[src/rtl/bp_fe_icache_flush_ctrl.sv]
// rtl/bp_fe_icache_flush_ctrl.sv - I-cache set-clear sequencer for fences and single-set flushes
//
// Purpose:
//   Walks I-cache sets and issues one tag set-clear packet followed by one
//   stat (LRU) set-clear packet for each set. A command either walks every
//   set (flush_all_i=1) or clears only flush_index_i. The controller accepts
//   one command at a time and pulses done_o once when the walk completes.
//
// Ports:
//   clk_i            clock
//   reset_i          synchronous active-high reset
//   flush_v_i        flush command valid (held by requester until accepted)
//   flush_all_i      1 = walk all sets, 0 = clear flush_index_i only
//   flush_index_i    target set for a single-set flush
//   flush_ready_o    idle; command accepted on flush_v_i & flush_ready_o
//   tag_pkt_v_o      tag set-clear packet valid
//   tag_pkt_index_o  set to clear in the tag memory
//   tag_pkt_yumi_i   tag packet consumed
//   stat_pkt_v_o     stat set-clear packet valid
//   stat_pkt_index_o set to clear in the stat memory
//   stat_pkt_yumi_i  stat packet consumed
//   busy_o           flush in progress
//   done_o           one-cycle pulse at walk completion

module bp_fe_icache_flush_ctrl #(
    parameter  int sets_p         = 64,
    localparam int index_width_lp = (sets_p > 1) ? $clog2(sets_p) : 1
) (
    input  logic                      clk_i,
    input  logic                      reset_i,

    input  logic                      flush_v_i,
    input  logic                      flush_all_i,
    input  logic [index_width_lp-1:0] flush_index_i,
    output logic                      flush_ready_o,

    output logic                      tag_pkt_v_o,
    output logic [index_width_lp-1:0] tag_pkt_index_o,
    input  logic                      tag_pkt_yumi_i,

    output logic                      stat_pkt_v_o,
    output logic [index_width_lp-1:0] stat_pkt_index_o,
    input  logic                      stat_pkt_yumi_i,

    output logic                      busy_o,
    output logic                      done_o
);

    typedef enum logic [1:0] {
        e_ready = 2'd0,
        e_tag   = 2'd1,
        e_stat  = 2'd2,
        e_done  = 2'd3
    } state_e;

    localparam logic [index_width_lp-1:0] last_set_lp = index_width_lp'(sets_p - 1);

    state_e                      r_state;
    state_e                      w_state_n;
    logic [index_width_lp-1:0]   r_index;
    logic [index_width_lp-1:0]   w_index_n;
    logic [index_width_lp-1:0]   r_last;
    logic [index_width_lp-1:0]   w_last_n;
    logic                        w_at_last;

    assign w_at_last = (r_index == r_last);

    always_ff @(posedge clk_i) begin
        if (reset_i) begin
            r_state <= e_ready;
            r_index <= '0;
            r_last  <= '0;
        end else begin
            r_state <= w_state_n;
            r_index <= w_index_n;
            r_last  <= w_last_n;
        end
    end

    always_comb begin
        w_state_n = r_state;
        w_index_n = r_index;
        w_last_n  = r_last;

        case (r_state)
            e_ready: begin
                if (flush_v_i) begin
                    // A full walk is just a range [0, sets_p-1]; a single-set
                    // flush is the degenerate range [idx, idx].
                    w_index_n = flush_all_i ? '0          : flush_index_i;
                    w_last_n  = flush_all_i ? last_set_lp : flush_index_i;
                    w_state_n = e_tag;
                end
            end
            e_tag: begin
                if (tag_pkt_yumi_i) begin
                    w_state_n = e_stat;
                end
            end
            e_stat: begin
                if (stat_pkt_yumi_i) begin
                    if (w_at_last) begin
                        w_state_n = e_done;
                    end else begin
                        // Never reached when r_index == r_last, so no wrap.
                        w_index_n = r_index + 1'b1;
                        w_state_n = e_tag;
                    end
                end
            end
            e_done: begin
                w_state_n = e_ready;
            end
            default: begin
                w_state_n = e_ready;
            end
        endcase
    end

    // All outputs decode registered state only; indices come straight from
    // r_index so they stay stable for the life of each packet.
    assign flush_ready_o    = (r_state == e_ready);
    assign tag_pkt_v_o      = (r_state == e_tag);
    assign stat_pkt_v_o     = (r_state == e_stat);
    assign busy_o           = (r_state != e_ready);
    assign done_o           = (r_state == e_done);
    assign tag_pkt_index_o  = r_index;
    assign stat_pkt_index_o = r_index;

endmodule

[config.mk]
export PLATFORM = sky130hd
export DESIGN_NAME = bp_fe_icache_flush_ctrl
export DESIGN_NICKNAME = d
export VERILOG_FILES = /design/src/rtl/bp_fe_icache_flush_ctrl.sv
export SDC_FILE = /design/constraint.sdc
export NUM_CORES = 1
export LEC_CHECK = 0
export CORE_ASPECT_RATIO = 1.1
export CORE_UTILIZATION = 44
export CTS_CLUSTER_DIAMETER = 80
export DETAILED_ROUTE_END_ITERATION = 7
export HOLD_SLACK_MARGIN = 0.05
export PLACE_DENSITY = 0.88
export RECOVER_POWER = 100
export SYNTH_ARGS = -nofsm -noshare
export SYNTH_HDL_FRONTEND = slang
export SYNTH_SLANG_ARGS = --single-unit
[constraint.sdc]
create_clock -name clk_i -period 2.05 [get_ports clk_i]
set_clock_uncertainty 0.2 [all_clocks]
set_input_delay 0.205 -clock clk_i [delete_from_list [all_inputs] [get_ports clk_i]]
set_output_delay 0.205 -clock clk_i [all_outputs]
set_load 0.05 [all_outputs]
Word-level counts from Yosys, hierarchy flattened
Index checks and enable logic that the tools add are counted.
{"block": "totals", "word_cells": 29, "ff_bits": 14}
{"block": "op_classes", "n_reduce_logical": 6, "n_addsub": 1, "n_mux": 11, "n_eq_ne": 8}
{"op": "$mux 6", "count": 5}
{"op": "$pmux 6 s2", "count": 1}
{"op": "$mux 2", "count": 4}
{"op": "$pmux 2 s4", "count": 1}
{"op": "$add 6x1->6 const B", "count": 1}
{"op": "$eq 6x6->1", "count": 1}
{"op": "$eq 2x2->1 const B", "count": 2}
{"op": "$ne 2x1->1 const B", "count": 2}
{"op": "$ne 2x2->1 const B", "count": 2}
{"op": "$reduce_and 4->1", "count": 1}
{"op": "$reduce_bool 2->1", "count": 2}
{"op": "$reduce_and 3->1", "count": 1}
{"op": "$eq 2x1->1 const B", "count": 1}
{"op": "$logic_not 2->1", "count": 1}
{"op": "$reduce_and 2->1", "count": 1}

Longest topological paths before layout
{"block": "depth", "word_depth": 4, "depth_mapped": 7}

Least setup slack after synthesis
Ideal clock, no wire load.
{"block": "synth_path", "kind": "flip-flop to flip-flop", "startpoint": "reg r_state[1]", "endpoint": "reg r_last[2]", "period_less_slack_ns": 2.062, "path_slack_ns": -0.012, "t_required_ns": 1.764, "stages_incl_launch_ff": 7, "setup_ns": 0.086, "arrival_ns": 1.776, "path_cell_list": "dfxtp_1 -> buf_6 -> nor2_1 -> and2_1 -> buf_2 -> nor2_1 -> a211oi_1"}
{"block": "synth_via", "elab_chain_cells": 2}
{"item": "start, declared", "line_no": "58", "source": "state_e r_state;"}
{"item": "start signal, assigned", "line_no": "70", "source": "r_state <= e_ready;"}
{"item": "start signal, assigned", "line_no": "74", "source": "r_state <= w_state_n;"}
{"item": "$logic_not 2->1"}
{"item": "net flush_ready_o", "line_no": "35", "source": "output logic flush_ready_o,"}
{"item": "$reduce_and 2->1 (no line)"}
{"item": "end signal, assigned", "line_no": "76", "source": "r_last <= w_last_n;"}
{"item": "end, declared", "line_no": "62", "source": "logic [index_width_lp-1:0] r_last;"}
The timed path passes the listed nets, and every way through them passes these cells.
A chain may end at the register's enable or synchronous reset.

Worst setup path after layout
{"block": "layout_path", "startpoint": "reg r_index[5], in the netlist stat_pkt_index_o[5]", "endpoint": "out stat_pkt_index_o[5]"}
{"item": "start, declared", "line_no": "60", "source": "logic [index_width_lp-1:0] r_index;"}
{"item": "start signal, assigned", "line_no": "75", "source": "r_index <= w_index_n;"}
{"item": "end, declared", "line_no": "42", "source": "output logic [index_width_lp-1:0] stat_pkt_index_o,"}
No word-level cell between the ends.

==> impl_metrics.tcl <==
set metrics [dict create \
    status "completed" \
    yosysUniqueCellTypes 32 \
    syn_area_per_cell_um2 8.34 \
    path_clk_slew_ns 0.08 \
    routedWlPerCell_um 13.5 \
    drtIter0Drc 35 \
    die_height_um 48.6 \
    antenna_left 0 \
    wirelength_um 2100 \
    crit_fanout 5 \
    start_kind "flop" \
    drv_slew 0 \
    cts_max_path_buffers 2 \
    ff2ff_setup_slack_ns 0.14 \
    netlist.area_leader.share 0.323 \
    ios 29 \
    antenna_found_initial 0 \
    diodes 0 \
    power_density_nw_per_um2 843 \
    slowest_delay_ns 0.84 \
    via_count 841 \
    crit_path_top_delay_cell "clkdlybuf4s50_1" \
    num-fill-cells 187 \
    post-cts-setup-buffers 0 \
    drt-pass1-iter-count 4 \
    layout.cells.non_filler 155 \
    port_buffers 28 \
    p_leak_nw 0.450 \
    path_cells "clkdlybuf4s50_1" \
    cts_root_buf "clkbuf_4" \
    place_area_um2 1120 \
    cts_tree "built" \
    synth_area_um2 867 \
    grt_max_degree 13 \
    place_inst 152 \
    row_count 16 \
    vias_per_cell 5.43 \
    grt_pass1_wl_um 3460 \
    p_total_uw 906 \
    ys_seq_area_frac 0.323 \
    syn_inst 104 \
    yosys_most_used_dff "dfxtp_1" \
    finalInstanceArea_um2 1070 \
    insertion_delay_ns 0.29 \
    hold_violations 0 \
    grt_usage 0.218 \
    synth_top_area_cell "dfxtp_1" \
    numCtsBuffers 3 \
    hold_class "reg -> reg" \
    clock_sinks 14 \
    htree_levels 1 \
    cp.required_ns 1.64 \
    synth_edf_count 0 \
    synthesis.yosys.warnings 0 \
    syn_nets 117 \
    crit_path_end_kind "output port" \
    post-route-period-util 0.967 \
    dp_hpwl_um 1580 \
    pre_cts_ws_ns 0.0936 \
    grt_overflow 0 \
    drc 0 \
    synthArstFlopShare 0 \
    setup_tns_ns 0 \
    ys_ff_latch 14 \
    path_buf_inv 1 \
    core_um2 1820 \
    period_minus_slack_ns 1.98 \
    grt_pass1_vias 769 \
    nets 143 \
    max_freq_ghz 0.504 \
    post_route_cells_drive_above_1_share 0.125 \
    die_area_um2 2150 \
    worst_slew_pin_slew_ns 0.604 \
    gp_congestion 0.815 \
    dieWidth_um 44.3 \
    ir_worst_vdd_v 0.000386 \
    start_util 0.476 \
    relSlewSlack 0.599 \
    synth.area.top_cells "dfxtp_1 (32%), a211oi_1 (6.9%), nor2_1 (6.5%)" \
    rsz0062_at_grt "no" \
    critPathArrivalTime_ns 1.58 \
    crit_type "reg -> out" \
    cpLargestDelayFamily "buffers and inverters" \
    worst_slack_ns 0.0678 \
    syn2layout_area_growth_pct 24.0 \
    setup_viol 0 \
    drv_cap 0 \
]
==> Yosys cell counts (3+ instances only) <==
cell / number
nand2b_1: 3
buf_4: 6
a211oi_1: 8
dfxtp_1: 14
nor2_1: 15
inv_1: 6
a21oi_1: 5
xor2_1: 6
nand3_1: 4
==> where the power goes <==
| part | switching [mW] | internal (mW) |
|---|---|---|
| registers | 0.0402 | 0.305 |
| clock network | 0.0898 | 0.0684 |
| logic | 0.273 | 0.129 |
==> sequential cells by signal (all words and copies together) (netlist names) <==
| register | cells |
|---|---|
| r_state | 2 |
| stat_pkt_index_o | 6 |
| r_last | 6 |
==> cell usage in the layout, fill, tap and decap left out, types with 3 or more instances in the layout <==
master,count
inv_1,6
nand3_1,4
buf_4,4
dfxtp_1,14
a211oi_1,8
nand2b_1,3
nor2_1,15
clkbuf_4,4
clkdlybuf4s50_1,15
xor2_1,6
a21oi_1,6
clkbuf_1,10
clkbuf_2,3
==> metrics by stage <==
step                      hold WS [ns]   util
after floorplan                 0.0819      -
after global placement           0.298  0.615
after detailed placement         0.306  0.615
after CTS                        0.316  0.628
after global routing             0.341  0.590
final                            0.312  0.590
==> what timing repair did <==
action                     4_1_cts  5_1_grt
hold buffers                     0        0
setup endpoints to repair        0        2
gates resized for setup          0        2
==> logic make-up after synthesis <==
kind of cell,synth area share
XOR/XNOR,0.0808
multiplexers,0.0115
flip-flops,0.323
AO/OA/AOI/OAI,0.228
buffers and inverters,0.124
AND/OR/NAND/NOR,0.218
adder cells (fa/ha/maj),0.0144
==> layout make-up <==
cell class                      count  area, um^2  share of cell area
Tap cell                           27        33.8              0.0314
Timing Repair Buffer               33         240               0.224
Multi-Input combinational cell     72         475               0.442
Sequential cell                    14         280               0.261
Clock buffer                        3        22.5              0.0210
Inverter                            6        22.5              0.0210
==> metal layers <==
metal / GRT usage / up-vias / part of all wire
li1: - / 408 / -
met1: 0.273 / 390 / 0.44
met2: 0.346 / 38 / 0.48
met3: 0.0373 / 5 / 0.060
met4: 0.116 / 0 / 0.017
met5: 0 / - / 0
==> final timing paths <==
kind,to,cells past startpoint,startpoint
worst max-delay path,stat_pkt_index_o[5],1,stat_pkt_index_o[5]$_SDFFE_PP0P_
worst min-delay path,r_last[3]$_SDFFE_PP0P_,2,r_last[3]$_SDFFE_PP0P_
worst max register to register,stat_pkt_index_o[2]$_SDFFE_PP0P_,6,stat_pkt_index_o[3]$_SDFFE_PP0P_
worst min register to register,r_last[3]$_SDFFE_PP0P_,2,r_last[3]$_SDFFE_PP0P_
Power figures use the tool's default switching activity.
